==> src/rtl/a2d_sched.sv <==
// rtl/a2d_sched.sv - round-robin SPI A2D conversion scheduler
//
// Converts channels 0, 4, 5, 6 in turn on each accepted nxt request. Every
// conversion is two identical 16-bit SPI frames separated by a short gap.
// The first frame's read data is discarded. The low 12 bits of the second
// frame's read data go to the result register of the active channel.
//
// Ports:
//   clk, rst_n        system clock, asynchronous active-low reset
//   nxt               request to convert the next channel
//   busy, cnv_cmplt   conversion in progress / result-updated pulse
//   lft_ld, rght_ld,  latest results for channels 0, 4, 5, 6
//   steer_pot, batt
//   SS_n, SCLK, MOSI  SPI master outputs (SCLK idles high)
//   MISO              SPI data from the A2D
module a2d_sched #(
  parameter int SCLK_DIV = 32
) (
  input  logic        clk,
  input  logic        rst_n,
  input  logic        nxt,
  output logic        busy,
  output logic        cnv_cmplt,
  output logic [11:0] lft_ld,
  output logic [11:0] rght_ld,
  output logic [11:0] steer_pot,
  output logic [11:0] batt,
  output logic        SS_n,
  output logic        SCLK,
  output logic        MOSI,
  input  logic        MISO
);

  localparam int HALF    = SCLK_DIV / 2;
  localparam int FRM_LEN = 16 * SCLK_DIV + HALF + 1;
  localparam int CW      = $clog2(FRM_LEN);
  localparam int LD      = $clog2(SCLK_DIV);

  localparam logic [CW-1:0] FRM_LAST = CW'(FRM_LEN - 1);
  localparam logic [CW-1:0] HALF_C   = CW'(HALF);
  localparam logic [CW-1:0] BITS_END = CW'(16 * SCLK_DIV);

  typedef enum logic [2:0] {IDLE, FRM1, GAP, FRM2, UPD} state_t;

  state_t        state_q, state_d;
  logic [CW-1:0] cnt_q, cnt_d;
  logic [1:0]    rr_q, rr_d;
  logic [2:0]    ch_q, ch_d;
  logic [11:0]   rx_q, rx_d;
  logic [11:0]   res_q [4];
  logic          ss_n_q, sclk_q, mosi_q;
  logic          ss_n_d, sclk_d, mosi_d;
  logic [CW-1:0] pos_q, pos_d, sh_d;
  logic [15:0]   cmd_d;
  logic [3:0]    bit_idx;
  logic          act_q, act_d, rise, upd_en;

  // Each frame state lasts FRM_LEN cycles, but SS_n is low for only
  // 16*SCLK_DIV+1 of them. The spare half period is placed before the first
  // frame and after the second frame. This keeps SS_n high for exactly the
  // two GAP cycles between the frames. pos is the cycle offset from the
  // SS_n falling edge.
  function automatic logic [CW-1:0] frame_pos(state_t s, logic [CW-1:0] c);
    return (s == FRM1) ? c - HALF_C : c;
  endfunction

  function automatic logic in_window(state_t s, logic [CW-1:0] c);
    if (s == FRM1) return c >= HALF_C;
    if (s == FRM2) return c <= BITS_END;
    return 1'b0;
  endfunction

  // Sequencing
  always_comb begin
    state_d = state_q;
    cnt_d   = cnt_q;
    rr_d    = rr_q;
    ch_d    = ch_q;
    case (state_q)
      IDLE: if (nxt) begin
        state_d = FRM1;
        cnt_d   = '0;
        case (rr_q)
          2'd0:    ch_d = 3'd0;
          2'd1:    ch_d = 3'd4;
          2'd2:    ch_d = 3'd5;
          default: ch_d = 3'd6;
        endcase
      end
      FRM1: begin
        cnt_d = cnt_q + 1'b1;
        if (cnt_q == FRM_LAST) begin
          state_d = GAP;
          cnt_d   = '0;
        end
      end
      GAP: begin
        cnt_d = cnt_q + 1'b1;
        if (cnt_q == CW'(1)) begin
          state_d = FRM2;
          cnt_d   = '0;
        end
      end
      FRM2: begin
        cnt_d = cnt_q + 1'b1;
        if (cnt_q == FRM_LAST) begin
          state_d = UPD;
          cnt_d   = '0;
        end
      end
      default: begin
        state_d = IDLE;
        rr_d    = rr_q + 2'd1;
      end
    endcase
  end

  // SPI pins are registered from the next state, so they line up exactly
  // with the state/counter registers and cannot glitch.
  always_comb begin
    pos_d   = frame_pos(state_d, cnt_d);
    act_d   = in_window(state_d, cnt_d);
    sh_d    = pos_d - HALF_C;
    bit_idx = 4'd15 - 4'(sh_d >> LD);
    cmd_d   = {2'b00, ch_d, 11'h000};
    ss_n_d  = ~act_d;
    sclk_d  = ~(act_d && (pos_d < BITS_END) && pos_d[LD-1]);
    mosi_d  = act_d && (pos_d >= HALF_C) && cmd_d[bit_idx];
  end

  // A rising SCLK edge is visible on the pin in cycles where pos is a
  // nonzero multiple of SCLK_DIV. MISO is captured at the end of that cycle.
  always_comb begin
    pos_q  = frame_pos(state_q, cnt_q);
    act_q  = in_window(state_q, cnt_q);
    rise   = act_q && (pos_q != '0) && (pos_q[LD-1:0] == '0);
    rx_d   = rise ? {rx_q[10:0], MISO} : rx_q;
    upd_en = (state_q == FRM2) && (cnt_q == FRM_LAST);
  end

  always_ff @(posedge clk or negedge rst_n) begin
    if (!rst_n) begin
      state_q <= IDLE;
      cnt_q   <= '0;
      rr_q    <= '0;
      ch_q    <= '0;
      rx_q    <= '0;
      ss_n_q  <= 1'b1;
      sclk_q  <= 1'b1;
      mosi_q  <= 1'b0;
      for (int i = 0; i < 4; i++) res_q[i] <= '0;
    end else begin
      state_q <= state_d;
      cnt_q   <= cnt_d;
      rr_q    <= rr_d;
      ch_q    <= ch_d;
      rx_q    <= rx_d;
      ss_n_q  <= ss_n_d;
      sclk_q  <= sclk_d;
      mosi_q  <= mosi_d;
      // Written on entry to UPD so the new value is visible while cnv_cmplt is high
      if (upd_en) res_q[rr_q] <= rx_q;
    end
  end

  assign busy      = (state_q != IDLE);
  assign cnv_cmplt = (state_q == UPD);
  assign lft_ld    = res_q[0];
  assign rght_ld   = res_q[1];
  assign steer_pot = res_q[2];
  assign batt      = res_q[3];
  assign SS_n      = ss_n_q;
  assign SCLK      = sclk_q;
  assign MOSI      = mosi_q;

endmodule

==> config.mk <==
export PLATFORM = sky130hd
export DESIGN_NAME = a2d_sched
export DESIGN_NICKNAME = d
export VERILOG_FILES = /design/src/rtl/a2d_sched.sv
export SDC_FILE = /design/constraint.sdc
export NUM_CORES = 1
export LEC_CHECK = 0
export BUFFER_PORTS_ARGS = -buffer_cell sky130_fd_sc_hd__clkbuf_2
export CORE_MARGIN = 1.5
export CORE_UTILIZATION = 60
export CTS_CLUSTER_SIZE = 24
export DETAILED_ROUTE_END_ITERATION = 8
export GPL_TIMING_DRIVEN = 0
export MAX_ROUTING_LAYER = met4
export PLACE_DENSITY = 0.83
export REMOVE_ABC_BUFFERS = 1
export SYNTH_ARGS = -nofsm -noshare
export SYNTH_HDL_FRONTEND = slang
export SYNTH_SLANG_ARGS = --single-unit
==> constraint.sdc <==
create_clock -name clk -period 6.1 [get_ports clk]
set_input_delay 0.61 -clock clk [delete_from_list [all_inputs] [get_ports clk]]
set_output_delay 0.61 -clock clk [all_outputs]
set_load 0.01 [all_outputs]
---- Word level (Yosys, flattened, before mapping) ----
Cells that the tools add are included.
storage, ports and cells
  input bits .............................. 4
  output and inout bits ................... 53
  register bits after elaboration ......... 81
  word-level logic and storage cells ...... 88
cells by class
  order comparisons ....................... 9
  muxes and demuxes ....................... 33
  reductions and logical operators ........ 15
  bitwise logic cells ..................... 3
  equal/unequal tests ..................... 10
  $add $sub $neg .......................... 6
operators with widths
  cell                                                                           count
  10-bit 2-to-1 mux                                                              5
  48-bit bitwise mux                                                             1
  10-bit by 5-bit >= comparator with 1-bit output (second input constant)        3
  10-bit case mux with 3 select lines                                            1
  12-bit demux with 2-bit select                                                 1
  10-bit less-or-equal comparator (second input constant)                        2
  10-bit by 5-bit subtractor with 10-bit output (second input constant)          2
  3-bit 2-to-1 mux                                                               6
  1-bit 2-to-1 mux                                                               15
  12-bit 2-to-1 mux                                                              1
  3-bit case mux with 4 select lines                                             1
  10-bit by 1-bit adder with 10-bit output (second input constant)               1
  10-bit by 1-bit equality test with 1-bit output (second input constant)        1
  10-bit equality test (second input constant)                                   1
  10-bit less-than comparator (second input constant)                            1
  10-bit nonzero test                                                            1
  3-bit by 2-bit equality test with 1-bit output (second input constant)         3
  3-bit case mux with 3 select lines                                             1
  9-bit by 5-bit subtractor with 9-bit output (second input constant)            1
  1-bit logical AND                                                              8
  3-bit by 1-bit equality test with 1-bit output (second input constant)         2
  5-bit logical NOT                                                              1
  4-bit by 5-bit less-than comparator with 1-bit output (second input constant)  1
  1-bit binary-select mux with 4-bit select                                      1
  14 further kinds                                                               15

---- Longest topological paths before layout ----
Gate-level depths: netlist (run 1).
  word-level depth ........................ 11
  depth in mapped cells ................... 17
  depth with buffers taken out ............ 17

---- Least setup slack after synthesis (run 1) ----
Ideal clock, no wire load.
  path kind ............................... flip-flop to flip-flop
  start ................................... register cnt_q[4]
  end ..................................... register mosi_q, in the netlist MOSI
  path buffers ............................ 0
  library setup time ...................... 0.136 ns
  arrival ................................. 3.674 ns
  stages on the path, launching flop included .. 17
  path slack .............................. 2.290 ns
  period minus slack after synthesis ...... 3.810 ns
  required time ........................... 5.964 ns
  path through ............................ dfrtp_1 -> inv_1 -> ha_1 -> or4b_4 -> o21a_4 -> nor2_4 -> a2bb2oi_4 -> and2_1 -> ha_1 -> and2_1 -> o21bai_1 -> ha_1 -> mux4_2 -> nor2b_1 -> mux2i_1 -> a2bb2oi_1 -> a221oi_2
on the way
  cells in the longest elaborated chain, start to end .. 10
  elaborated cells between the ends (all ways) .. 31
  those cells by class .................... add/sub: 4; order compare: 3; eq/ne: 4; mux: 18; reduce/logical: 2
RTL lines
  what                                                                                              line         source
  from (decl)                                                                                       46           logic [CW-1:0] cnt_q, cnt_d;
  from (signal assigned)                                                                            154          cnt_q <= cnt_d;
  10-bit by 1-bit adder with 10-bit output (tied with other cells)                                  91, 98, 105
  10-bit 2-to-1 mux (tied with other cells)                                                         92, 106
  10-bit case mux with 3 select lines / 3-bit case mux with 4 select lines (equally long branches)  79           case (state_q)
  10-bit by 5-bit subtractor with 10-bit output (tied with other cells)                             64           return (s == FRM1) ? c - HALF_C : c;
  10-bit 2-to-1 mux (tied with other cells)                                                         64
  9-bit by 5-bit subtractor with 9-bit output / 1-bit 2-to-1 mux (equally long branches)            123, 69
  4-bit subtractor / 1-bit 2-to-1 mux (equally long branches)                                       124, 70
  1-bit binary-select mux with 4-bit select / 1-bit 2-to-1 mux (equally long branches)              128, 69
  1-bit 2-to-1 mux (not written as such) / 1-bit logical AND (equally long branches)                128          mosi_d = act_d && (pos_d >= HALF_C) && cmd_d[bit_idx];
  1-bit logical AND *                                                                               128
  via mosi_d                                                                                        52           logic ss_n_d, sclk_d, mosi_d;
  to (signal assigned)                                                                              160          mosi_q <= mosi_d;
  to (decl)                                                                                         51           logic ss_n_q, sclk_q, mosi_q;
Mark *: on every way through the listed nets, which the timed path passes. The rest lies on a longest branch. The select of a mux whose other input is x is not followed.
A chain may end at the register's enable or synchronous reset.

---- Final worst setup path (run 1) ----
  start ................................... register cnt_q[0]
  end ..................................... register mosi_q, in the netlist MOSI
The elaborated chain is that of the path after synthesis.

==> results of run 1 <==
-- worst max-delay path, delay by kind of cell (launching register included) --
family,cells,cell delay (ps)
AOI/OAI and AO/OA,5,1590
adders and majority gates,3,840
buffers and inverters,1,110
DFF,1,540
muxes,2,450
and+or+nand+nor,5,830
-- area by class of cell --
cell class              instances  area [sq um]  share of cell area (%)
flip-flops and latches         81          2030                    43.9
multi-input cells             230          1920                    41.5
repair buffers                 57           310                    6.72
clock buffers                  10           128                    2.76
well taps                      77          96.3                    2.09
clock inverters                 6          75.1                    1.63
inverters                      17          63.8                    1.38
-- state kept, by name (all words and copies together) (netlist names) --
register,flops
cnt_q,10
batt,12
ch_q,3
SCLK,1
rght_ld,12
rr_q,2
state_q,3
lft_ld,12
rx_q,12
steer_pot,12
MOSI,1
SS_n,1
-- how the worst min path moves through the flow --
stage | endpoint | startpoint | slack [ps] | depth (start not counted)
6_report | cnt_q[3]$_DFF_PN0_ | rst_n | 220 | 1
5_1_grt | MOSI$_DFF_PN0_ | rst_n | 240 | 1
4_1_cts | cnt_q[3]$_DFF_PN0_ | rst_n | 220 | 1
3_5_place_dp | steer_pot[11]$_DFFE_PN0P_ | steer_pot[11]$_DFFE_PN0P_ | 490 | 1
3_3_place_gp | ch_q[1]$_DFF_PN0_ | ch_q[1]$_DFF_PN0_ | 490 | 1
2_1_floorplan | MOSI$_DFF_PN0_ | rst_n | 310 | 0
-- cells in the final DEF (no fill, tap or decap), drive strengths merged, types with 3 or more instances in the layout --
| master | count |
|---|---|
| inv | 19 |
| mux2 | 61 |
| xor2 | 4 |
| nand3 | 5 |
| dfrtp | 79 |
| nor2b | 4 |
| nand4 | 4 |
| mux2i | 3 |
| nor4 | 7 |
| a21oi | 7 |
| and2 | 3 |
| nor3 | 9 |
| nor2 | 14 |
| nand2 | 23 |
| and3 | 3 |
| ha | 17 |
| o21bai | 4 |
| nor3b | 4 |
| o21ai | 17 |
| xnor2 | 5 |
| or3 | 3 |
| clkbuf | 66 |
-- metrics by stage --
stage	setup slack (ps)	area [sq um]
2_1_floorplan	2190	4000
3_3_place_gp	1750	4380
3_5_place_dp	1690	4420
4_1_cts	1650	4620
5_1_grt	1350	4620
6_report	1600	4620
-- synthesized netlist by cell type (all sizes together) (4+ instances only) --
cell type and instances:
dfrtp 79, mux2 61, nand2 23, ha 17, o21ai 17, inv 16
nor2 14, nor3 9, a21oi 7, buf 7, nor4 7, clkbuf 5
nand3 5, xnor2 5, nand4 4, nor2b 4, nor3b 4, o21bai 4
xor2 4
-- cells by family after synthesis --
family                   synth area share (%)
XOR/XNOR                                 1.94
flip-flops                               50.0
AO/OA/AOI/OAI                            9.55
buffers and inverters                    3.02
adder cells (fa/ha/maj)                  5.24
AND/OR/NAND/NOR                          12.1
multiplexers                             18.2
-- power by group --
group | internal, mW | switching, mW | leakage [nW]
Clock | 0.196 | 0.212 | 0.0994
Sequential | 0.593 | 0.0953 | 1.11
Combinational | 0.291 | 0.380 | 1.17
-- metal layers --
layer  vias up  share of wire (%)
met4         0                1.5
met1      1397                 44
li1       1330                  -
met5         -                  0
met3        15                6.4
met2        96                 49
==> flow_summary.toml, run 1 <==
[clocking]
insertion_delay_ps = 350
cts.sinks = 81
cts_tree = "done"
cts_buffers = 9
cts_resized = 0
clk_path_buf_depth = 2
ctsHoldBuffers = 0
clk_pin_slew_worst_paths_ps = 90
htree_levels = 3
cts_root_buf = "clkbuf_8"
post_cts_buffers = 0

[die]
coreArea_sq_mm = 0.00646
start_util_pct = 62.9
fp.dieH_microns = 85.3
rows = 29
io_pins = 57
die_area_sq_mm = 0.00727
die_w_microns = 85.3

[place]
dp_cells = 462
gp_congestion = 0.881
numPortBuffers = 56
hpwl_microns = 5700

[layout]
drive_above_1_share_pct = 38.4
antenna_cells = 0
fin_util_pct = 71.5
stdcell_count = 478
final_nets = 417
synthToLayoutAreaGrowth_pct = 13.7
fillers = 451

[worst_setup_path]
cp_common_cell = "ha_1"
start_kind = "flop"
crit_end = "MOSI$_DFF_PN0_"
cp.required_ps = 6320
worstRegToRegCells = 16
crit_fanout = 11
cp-end-kind = "flop"
rrSetupSlack_ps = 1600
critPathKind = "reg2reg"
r2r_end = "MOSI$_DFF_PN0_"
crit_start = "cnt_q[0]$_DFF_PN0_"
cp.arrival_ps = 4720
slowest_stage = "a31oi_1"
critPathMaxStageDelay_ps = 880
path_cells = "inv_1 -> ha_1 -> nor3b_2 -> a31oi_1 -> nor2_4 -> a2bb2oi_4 -> and2_1 -> ha_1 -> and2_1 -> o21bai_1 -> ha_1 -> mux4_2 -> nor2b_1 -> mux2i_1 -> a2bb2oi_1 -> a221oi_2"
worstReg2RegStart = "cnt_q[0]$_DFF_PN0_"

[synthesis]
netlist_area_sq_mm = 0.00406
yosysTopAreaCellShare_pct = 48.7
ys_seq_area_share_pct = 50.0
ys_warn_count = 0
synth_area_leader_cell = "dfrtp_1"
synth_edf_count = 0
ys_ff_latch = 81
yosysUniqueCellTypes = 59
avgSynthCellArea_sq_um = 11.9
ys_dominant_reg_cell = "dfrtp_1"
syn_inst = 340
synth_area_leaders = "dfrtp_1 49%, mux2_2 17%, ha_1 5.2%"
async_flop_share_pct = 100

[sta]
hold_ws_ps = 218
drv_slew = 0
period_share_pct = 73.7
skew_ps = 8.00
setup-tns-final_ps = 0
rsz0062_at_grt = "no"
setup_violations = 0
hold_viol = 0
slew_headroom_pct = 28.9
tightest_slew_ps = 1060
fmax_mhz = 222
finalCriticalPeriod_ps = 4500

[global_route]
grt_pass1_vias = 2771
grt_overflow = 0
gr-max-usage-layer = "met2"
grt_util_all_layers_pct = 25.0
grtUsageMet1_pct = 32.9
grt_pass1_wl_microns = 13700
use_met3_pct = 4.96
groute.layer.met2.usage_pct = 38.3
grt_antenna_before_repair = 0
grt_max_degree = 54

[detailed_routing]
drc = 2
via_per_inst = 5.94
wl_per_cell_microns = 17.3
antenna_left = 0
drtPass1Iterations = 7
drt_iter0_drc = 264
vias = 2838
totalWireLength_microns = 8290

[power]
powerDensity_mw_per_mm2 = 383
finalPower_mw = 1.77
p_leak_nw = 2.37
worst_ir_drop_vdd_mv = 0.186

[status]
violations = "design-rule violations"
status = "finished, violations left"

[hold_path]
hold_class = "in2async"

[run]
maxCapViolations = 0
No activity file was read; power rests on OpenSTA's default activity.
==> inputs of run 2 (changes only) <==
Settings changed: CORE_UTILIZATION 60 to 52, PLACE_DENSITY 0.83 to 0.76.
Clock period 6.1 ns to 3.8 ns, I/O delays scaled along.
==> flow_summary.toml, run 2 (same netlist as run 1, synthesis figures left out) <==
[power]
p_switching_mw = 1.24
p_leak_nw = 2.45
pwr-share-comb_pct = 46.1
seq_power_share_pct = 35.2
swShare_pct = 39.6
power_frac_clock_pct = 18.7
powerDensity_mw_per_mm2 = 641
internal-power_mw = 1.88
worst_ir_drop_vdd_mv = 0.290

[clocking]
cts_root_buf = "clkbuf_8"
cts_buffers = 9
clk_pin_slew_worst_paths_ps = 90
htree_levels = 3
cts.sinks = 81
insertion_delay_ps = 350
cts_tree = "done"
clk_path_buf_depth = 2

[detailed_routing]
wl_per_cell_microns = 16.6
drtPass1Iterations = 4
drc = 0
via_per_inst = 5.60
vias = 2923
drt_iter0_drc = 174
antenna_left = 0
totalWireLength_microns = 8690

[die]
start_util_pct = 53.1
die_area_sq_mm = 0.00835
fp.dieH_microns = 91.4
rows = 32
coreArea_sq_mm = 0.00765
io_pins = 57
die_w_microns = 91.4

[layout]
stdcell_count = 522
fillers = 606
fin_util_pct = 63.7
seq_area_sq_mm = 0.00204
mostFrequentLayoutCells = "73 x dfrtp_1, 61 x mux2_2, 55 x clkbuf_2"
synthToLayoutAreaGrowth_pct = 19.8
drive_above_1_share_pct = 45.5
final_nets = 436
final_common_cell = "dfrtp_1"
multiInputGateArea_sq_mm = 0.00200
antenna_cells = 0

[sta]
hold_ws_ps = 257
skew_ps = 10.9
slew_headroom_pct = 55.0
fmax_mhz = 271
setup-tns-final_ps = 0
finalCriticalPeriod_ps = 3690
hold_viol = 0
tightest_slew_ps = 673
setup_violations = 0
drv_slew = 0
period_share_pct = 97.1

[worst_setup_path]
cp-end-kind = "flop"
cp.arrival_ps = 3950
path_buf_inv = 1
cp_common_cell = "ha_1"
path_cells = "inv_2 -> ha_1 -> or4b_4 -> o21a_4 -> nor2_4 -> a2bb2oi_4 -> and2_4 -> ha_1 -> and2_1 -> o21bai_4 -> ha_4 -> a21oi_2 -> nor3_1 -> a41o_1 -> or3_1 -> a221oi_2"
cp.required_ps = 4060
start_kind = "flop"
crit_fanout = 7
slowest_stage = "or4b_4"
critPathKind = "reg2reg"
path_delay_family = "simple AND/OR/NAND/NOR gates"
critPathMaxStageDelay_ps = 470

[place]
hpwl_microns = 5670
gp_congestion = 0.852
numPortBuffers = 56
dp_cells = 488

[status]
status = "finished clean"

[global_route]
grt_pass1_wl_microns = 14800
grt_max_degree = 60
grt_overflow = 0
grt_util_all_layers_pct = 23.2
grt_pass1_vias = 2925
grt_antenna_before_repair = 0

[hold_path]
hold_class = "in2reg"

[run]
maxCapViolations = 0
==> run 2: cell count changes in the layout (fill, tap and decap cells not counted), moves of 3 or more <==
cell / previous run / this run
buf_4: 0 / 17
dfrtp_1: 79 / 73
dfrtp_2: 0 / 6
inv_1: 14 / 11
==> run 2: repair_timing <==
item / CTS / global route
hold endpoints to repair: 20 / 0
hold buffers: 1 / 0
setup buffers: 10 / 7
setup endpoints to repair: 1 / 1
pin swaps: 6 / 5
resized for setup: 14 / 11
==> run 2: layout make-up <==
type / instances / share of cell area (%)
flip-flops and latches: 81 / 41.8
multi-input cells: 230 / 41.1
repair buffers: 76 / 9.43
clock buffers: 10 / 2.62
well taps: 102 / 2.62
inverters: 17 / 1.36
clock inverters: 6 / 1.05
==> run 2: metal layers <==
| layer | up-vias | global-route usage (%) | share of wire [%] |
|---|---|---|---|
| met5 | - | - | 0 |
| li1 | 1373 | - | - |
| met2 | 100 | 36.1 | 49 |
| met4 | 0 | 7.16 | 1.9 |
| met3 | 16 | 5.36 | 5.5 |
| met1 | 1434 | 30.2 | 44 |
==> run 2: worst register-to-register path, delay by kind of cell (launching register included) <==
kind / cells / cell delay, ps
and+or+nand+nor: 6 / 1360
adders and majority gates: 3 / 540
DFF: 1 / 440
AOI/OAI and AO/OA: 6 / 1180
buffers and inverters: 1 / 80
==> run 2: worst paths after layout <==
kind	startpoint	to	slack, ps	depth (start not counted)
setup / recovery	cnt_q[5]$_DFF_PN0_	MOSI$_DFF_PN0_	110	16
min in group asynchronous	rst_n	cnt_q[4]$_DFF_PN0_	490	2
max in group asynchronous	rst_n	rght_ld[11]$_DFFE_PN0P_	2720	3
hold reg to reg	steer_pot[9]$_DFFE_PN0P_	steer_pot[9]$_DFFE_PN0P_	510	1
hold / removal	MISO	rx_q[0]$_DFFE_PN0P_	260	2
setup reg to reg	cnt_q[5]$_DFF_PN0_	MOSI$_DFF_PN0_	110	16
==> run 2: power groups by stage <==
stage | Sequential [mW] | Clock [mW] | Combinational, mW
final | 1.10 | 0.583 | 1.44
after global routing | 1.11 | 0.634 | 1.59
after CTS | 1.09 | 0.599 | 1.20
after detailed placement | 1.12 | 0 | 1.07
after global placement | 1.12 | 0 | 1.01
after floorplan | 1.08 | 0 | 0.838
==> run 2: per-stage QoR <==
stage | area [sq um] | setup slack [ps] | power (mW)
finish | 4870 | 110 | 3.12
global route | 4870 | -18.0 | 3.34
CTS | 4760 | 2.84 | 2.89
detailed placement | 4460 | -697 | 2.19
global placement | 4410 | -585 | 2.13
floorplan | 4000 | -109 | 1.92
